==> config.mk <==
export PLATFORM = sky130hd
export DESIGN_NAME = vga_entity_update_scheduler
export DESIGN_NICKNAME = d
export VERILOG_FILES = /design/src/rtl/vga_entity_update_scheduler.sv
export SDC_FILE = /design/constraint.sdc
export NUM_CORES = 2
export LEC_CHECK = 0
export BUFFER_PORTS_ARGS = -buffer_cell sky130_fd_sc_hd__buf_2
export CORE_MARGIN = 2
export CORE_UTILIZATION = 35
export DETAILED_ROUTE_END_ITERATION = 8
export GPL_ROUTABILITY_DRIVEN = 0
export GPL_TIMING_DRIVEN = 0
export PLACE_DENSITY = 0.51
export SLEW_MARGIN = 20
export SYNTH_ARGS = -nofsm -noshare
export SYNTH_HDL_FRONTEND = slang
export SYNTH_SLANG_ARGS = --single-unit
==> constraint.sdc <==
create_clock -name CLK -period 7.33 [get_ports CLK]
set_input_delay 1.0995 -clock CLK [delete_from_list [all_inputs] [get_ports CLK]]
set_output_delay 1.0995 -clock CLK [all_outputs]
set_load 0.02 [all_outputs]
==> src/rtl/vga_entity_update_scheduler.sv <==
`default_nettype none
// ============================================================================
// Module   : vga_entity_update_scheduler
// Purpose  : Stages CPU entity writes in a FIFO and drains the committed ones
//            into the entity bank during vertical blank, so sprites never tear.
// Revision : 1.0 - initial release
// ============================================================================
module vga_entity_update_scheduler #(
    parameter int DEPTH = 64,
    parameter int LVL_W = $clog2(DEPTH) + 1
) (
    input  logic        CLK,
    input  logic        RESET,
    input  logic        AVL_READ,
    input  logic        AVL_WRITE,
    input  logic [1:0]  AVL_ADDR,
    input  logic [31:0] AVL_WRITEDATA,
    output logic [31:0] AVL_READDATA,
    input  logic        VBLANK,
    output logic        ENT_WRITE,
    output logic [7:0]  ENT_ADDR,
    output logic [31:0] ENT_WRITEDATA,
    output logic        IRQ
);
    localparam int         c_PTR_W = $clog2(DEPTH);
    localparam logic [1:0] c_IDLE  = 2'd0;
    localparam logic [1:0] c_ARMED = 2'd1;
    localparam logic [1:0] c_DRAIN = 2'd2;

    logic [1:0]         r_state;
    logic [7:0]         r_stage_addr;
    logic [c_PTR_W-1:0] r_wr_ptr;
    logic [c_PTR_W-1:0] r_rd_ptr;
    logic [LVL_W-1:0]   r_level;
    logic [LVL_W-1:0]   r_commit_cnt;
    logic               r_done;
    logic               r_overflow;
    logic               r_split;
    logic               r_vblank_q;
    logic [39:0]        r_mem [DEPTH];

    logic               w_addr_wr;
    logic               w_data_wr;
    logic               w_ctrl_wr;
    logic               w_full;
    logic               w_push;
    logic               w_pop;
    logic               w_flush;
    logic               w_commit;
    logic               w_vblank_rise;
    logic               w_busy;
    logic [LVL_W-1:0]   w_level_eff;
    logic [39:0]        w_head;
    logic               w_unused_read;

    assign w_unused_read = AVL_READ;

    assign w_addr_wr     = AVL_WRITE && (AVL_ADDR == 2'd0);
    assign w_data_wr     = AVL_WRITE && (AVL_ADDR == 2'd1);
    assign w_ctrl_wr     = AVL_WRITE && (AVL_ADDR == 2'd2);
    assign w_full        = (r_level == LVL_W'(DEPTH));
    assign w_push        = w_data_wr && !w_full;
    assign w_flush       = w_ctrl_wr && AVL_WRITEDATA[1] && (r_state == c_IDLE);
    assign w_commit      = w_ctrl_wr && AVL_WRITEDATA[0] && (r_state == c_IDLE);
    // A flush in the same write as a commit makes the commit see an empty FIFO.
    assign w_level_eff   = w_flush ? '0 : r_level;
    assign w_vblank_rise = VBLANK && !r_vblank_q;
    assign w_busy        = (r_state != c_IDLE);
    assign w_head        = r_mem[r_rd_ptr];

    // The first pop is taken on the rising edge itself so the bank sees it one cycle later.
    assign w_pop = ((r_state == c_ARMED) && w_vblank_rise) ||
                   ((r_state == c_DRAIN) && (r_commit_cnt != '0) && VBLANK);

    assign IRQ = r_done;

    always_comb begin
        AVL_READDATA = '0;
        case (AVL_ADDR)
            2'd0:    AVL_READDATA = {24'd0, r_stage_addr};
            2'd3:    AVL_READDATA = {12'd0, r_split, r_done, r_overflow, w_busy, 16'(r_level)};
            default: AVL_READDATA = '0;
        endcase
    end

    always_ff @(posedge CLK) begin
        if (w_push) begin
            r_mem[r_wr_ptr] <= {r_stage_addr, AVL_WRITEDATA};
        end
    end

    always_ff @(posedge CLK or posedge RESET) begin
        if (RESET) begin
            r_state       <= c_IDLE;
            r_stage_addr  <= '0;
            r_wr_ptr      <= '0;
            r_rd_ptr      <= '0;
            r_level       <= '0;
            r_commit_cnt  <= '0;
            r_done        <= 1'b0;
            r_overflow    <= 1'b0;
            r_split       <= 1'b0;
            r_vblank_q    <= 1'b0;
            ENT_WRITE     <= 1'b0;
            ENT_ADDR      <= '0;
            ENT_WRITEDATA <= '0;
        end else begin
            r_vblank_q <= VBLANK;

            if (w_addr_wr) begin
                r_stage_addr <= AVL_WRITEDATA[7:0];
            end
            if (w_data_wr) begin
                r_stage_addr <= r_stage_addr + 8'd1;
            end

            if (w_ctrl_wr && AVL_WRITEDATA[2]) r_overflow <= 1'b0;
            if (w_ctrl_wr && AVL_WRITEDATA[3]) r_done     <= 1'b0;
            if (w_ctrl_wr && AVL_WRITEDATA[4]) r_split    <= 1'b0;
            if (w_data_wr && w_full)           r_overflow <= 1'b1;

            if (w_flush) begin
                r_rd_ptr <= r_wr_ptr;
                r_level  <= '0;
            end else begin
                if (w_push) r_wr_ptr <= r_wr_ptr + c_PTR_W'(1);
                if (w_pop)  r_rd_ptr <= r_rd_ptr + c_PTR_W'(1);
                case ({w_push, w_pop})
                    2'b10:   r_level <= r_level + LVL_W'(1);
                    2'b01:   r_level <= r_level - LVL_W'(1);
                    default: r_level <= r_level;
                endcase
            end

            ENT_WRITE <= w_pop;
            if (w_pop) begin
                ENT_ADDR      <= w_head[39:32];
                ENT_WRITEDATA <= w_head[31:0];
            end

            case (r_state)
                c_IDLE: begin
                    if (w_commit) begin
                        if (w_level_eff == '0) begin
                            r_done <= 1'b1;
                        end else begin
                            r_commit_cnt <= w_level_eff;
                            r_state      <= c_ARMED;
                        end
                    end
                end
                c_ARMED: begin
                    if (w_vblank_rise) begin
                        r_commit_cnt <= r_commit_cnt - LVL_W'(1);
                        r_state      <= c_DRAIN;
                    end
                end
                c_DRAIN: begin
                    // Count reaching zero means the last write is on the bus now.
                    if (r_commit_cnt == '0) begin
                        r_done  <= 1'b1;
                        r_state <= c_IDLE;
                    end else if (VBLANK) begin
                        r_commit_cnt <= r_commit_cnt - LVL_W'(1);
                    end else begin
                        r_split <= 1'b1;
                        r_state <= c_ARMED;
                    end
                end
                default: r_state <= c_IDLE;
            endcase
        end
    end

endmodule
`default_nettype wire

==> metrics.md <==
| Metric | Value |
|---|---|
| First-pass GRT wire length | `471000 um` |
| Largest net degree at the start of global routing | `71` |
| DRC | `0` |
| Post-synthesis sequential area ratio | `0.774` |
| Asr flop ratio synth | `0.0307` |
| Initial Util | `0.351` |
| Vias per cell | `5.76` |
| Utilization after layout | `0.419` |
| HP Class | `in2async` |
| PostCTS Resize Cnt | `0` |
| Wirelength per Cell | `36.7 um` |
| Adder-cell area share of the yosys netlist | `0.00160` |
| DRT iter0 DRCs | `8278` |
| PortBufs | `91` |
| DP Worst Slack | `1.84 ns` |
| Most used DFF post-synth | `edfxtp_1` |
| Final WS setup | `2.85 ns` |
| Via count | `55.5k` |
| Pre-antenna DRT Iters | `6` |
| Power per Cell Area | `375 mW/mm^2` |
| Max-Slew Margin vs Limit | `0.187` |
| CTS Buf Count | `298` |
| Cts hold-fix bufs | `0` |
| Synthesized area | `0.102 mm^2` |
| Avg Inst Size Synth | `20.7 um^2` |
| Clk slew on worst S/H paths | `0.06 ns` |
| Period utilization | `0.611` |
| Final Instance Count excl. Fillers | `9636` |
| Core area | `0.290 mm^2` |
| Nets | `5564` |
| Setup violations, final | `0` |
| Initial antenna violation count | `22` |
| Cells after synthesis | `4915` |
| Max Slew Vio Count | `0` |
| Max VDD drop | `0.000274 V` |
| Setup CP Type | `reg2reg` |
| CP arrival | `5.31 ns` |
| Root Buffer | `clkbuf_16` |
| Most frequent cells in the layout | `2560 x edfxtp_1, 458 x mux4_2, 436 x mux2i_1, 302 x clkbuf_16, 158 x buf_2` |
| Post-CTS setup buffers | `0` |
| Tmin final | `4.48 ns` |
| Achievable Freq | `223 MHz` |
| Die Ht | `544 um` |
| Least-Margin Pin Slew | `1.22 ns` |
| H-Tree Depth | `5` |
| Number of flops mapped to enable cells by yosys | `2560` |
| Fin Hold WS | `0.156 ns` |
| Layout cell share with drive strength beyond 1 | `0.254` |
| I/O Pins | `113` |
| CP endpoint kind | `flip-flop` |
| Finished Cell Area | `0.122 mm^2` |
| Power Total | `45.6 mW` |
| Clk_skew | `0.0609 ns` |
| Die area | `0.296 mm^2` |
| Reg2reg setup slack | `2.85 ns` |
| Static leakage | `38.7 nW` |
| Max_cap viols | `0` |
| Number of fill cells | `25.4k` |
| Final wirelength | `353000 um` |
| CTS Buffer Depth | `4` |
| Flop and latch count out of synthesis | `2641` |
| DP Cell Count | `9112` |
| Clock sinks | `2641` |
| Compound-Gate Fraction of Synth Area | `0.0436` |
| HPWL Detailed | `242000 um` |
| CP startpoint kind | `flip-flop` |
| Final hold violations | `0` |
| Critical Path RT | `8.16 ns` |
| Setup TNS | `0 ns` |
| Post-synthesis simple-gate area fraction | `0.0162` |
| Placed Area | `0.112 mm^2` |
| RSZ-0062 raised after global routing | `false` |
| ANT nets after route | `0` |
| All-layer global routing usage | `0.236` |
| Mux cell area share after synthesis | `0.145` |
| Post-synth cell types | `65` |
| Vias in the first global route | `53.8k` |
| Crit Path Max Fanout | `13` |
| Clock Latency Late Sink | `0.94 ns` |
| Most common cell after layout, fill and taps aside | `edfxtp_1` |
| Largest family of logic cells by synthesized area | `multiplexers` |
| Synth Warn # | `0` |
| Overflow after GRT | `0` |
| Status | `finished clean` |
| Row count | `198` |
| DIE WIDTH | `544 um` |
| CTS tree | `built` |
| Xor/xnor share of the synthesized area | `0.00120` |
| P&R area growth vs syn | `19.2%` |
[area by class of cell]
| cell class | instances | area, um^2 | share of cell area |
|---|---|---|---|
| diodes | 11 | 27.5 | 0.000227 |
| repair buffers | 278 | 4970 | 0.0409 |
| multi-input cells | 1958 | 21700 | 0.179 |
| clock inverters | 119 | 955 | 0.00786 |
| plain buffers | 314 | 1850 | 0.0152 |
| well taps | 3900 | 4880 | 0.0402 |
| clock buffers | 394 | 8090 | 0.0666 |
| inverters | 21 | 83.8 | 0.000690 |
| flip-flops and latches | 2641 | 78900 | 0.649 |
[path summary, 6_finish.rpt]
path | from | to | depth (start not counted)
min in group CLK | VBLANK | r_vblank_q | 1
hold reg to reg | r_split | r_split | 2
setup / recovery | r_rd_ptr[2] | ENT_WRITEDATA[5] | 8
hold / removal | RESET | r_state[0] | 2
setup reg to reg | r_rd_ptr[2] | ENT_WRITEDATA[5] | 8
max in group asynchronous | RESET | ENT_WRITEDATA[11] | 3
[layer usage]
layer / part of all wire / track usage
met1: 0.40 / 0.326
met3: 0.088 / 0.0416
met4: 0.040 / 0.0885
met5: 0.000082 / 0
met2: 0.47 / 0.373
[kinds of logic after synthesis]
family | count (synthesis)
XOR/XNOR | 14
other | 1
flip-flops | 2641
multiplexers | 902
buffers and inverters | 335
adder cells (fa/ha/maj) | 13
AND/OR/NAND/NOR | 362
AO/OA/AOI/OAI | 647
[Yosys cell counts, drive strengths merged, types with 21 or more instances]
library cell / number / area, um^2
buf: 219 / 1460
a22oi: 116 / 871
o21ai: 107 / 539
nand3: 52 / 260
a31oi: 30 / 188
o22ai: 59 / 369
a21oi: 102 / 510
edfxtp: 2560 / 76900
nand2: 119 / 447
o221ai: 56 / 490
dfrtp: 81 / 2030
nor2: 120 / 453
mux4: 458 / 10300
clkbuf: 95 / 358
a221oi: 40 / 350
inv: 21 / 78.8
mux2i: 436 / 4360
a22o: 28 / 245
a211oi: 67 / 503
[report_power, final]
part	total [mW]	internal, mW	switching, mW
Clock	14.1	8.25	5.89
Combinational	13.9	4.58	9.28
Sequential	17.6	17.1	0.476
Total	45.6	29.9	15.6
[flip-flops by register name (all words and copies together) (netlist names)]
name	cells
r_mem	2560
ENT_WRITEDATA	32
ENT_ADDR	8
r_stage_addr	8
r_commit_cnt	7
r_level	7
r_rd_ptr	6
r_wr_ptr	6
r_state	2
ENT_WRITE	1
IRQ	1
r_overflow	1
r_split	1
r_vblank_q	1
[critical path, stage by stage, from the launching register on]
cell      delay, ns
dfrtp_1        0.37
buf_2          0.66
buf_2          0.68
buf_2          0.69
buf_2          0.59
mux2i_1        0.18
o21ai_0        0.47
o221ai_1       0.44
o21ai_1        0.24
No activity file was read; power rests on OpenSTA's default activity.
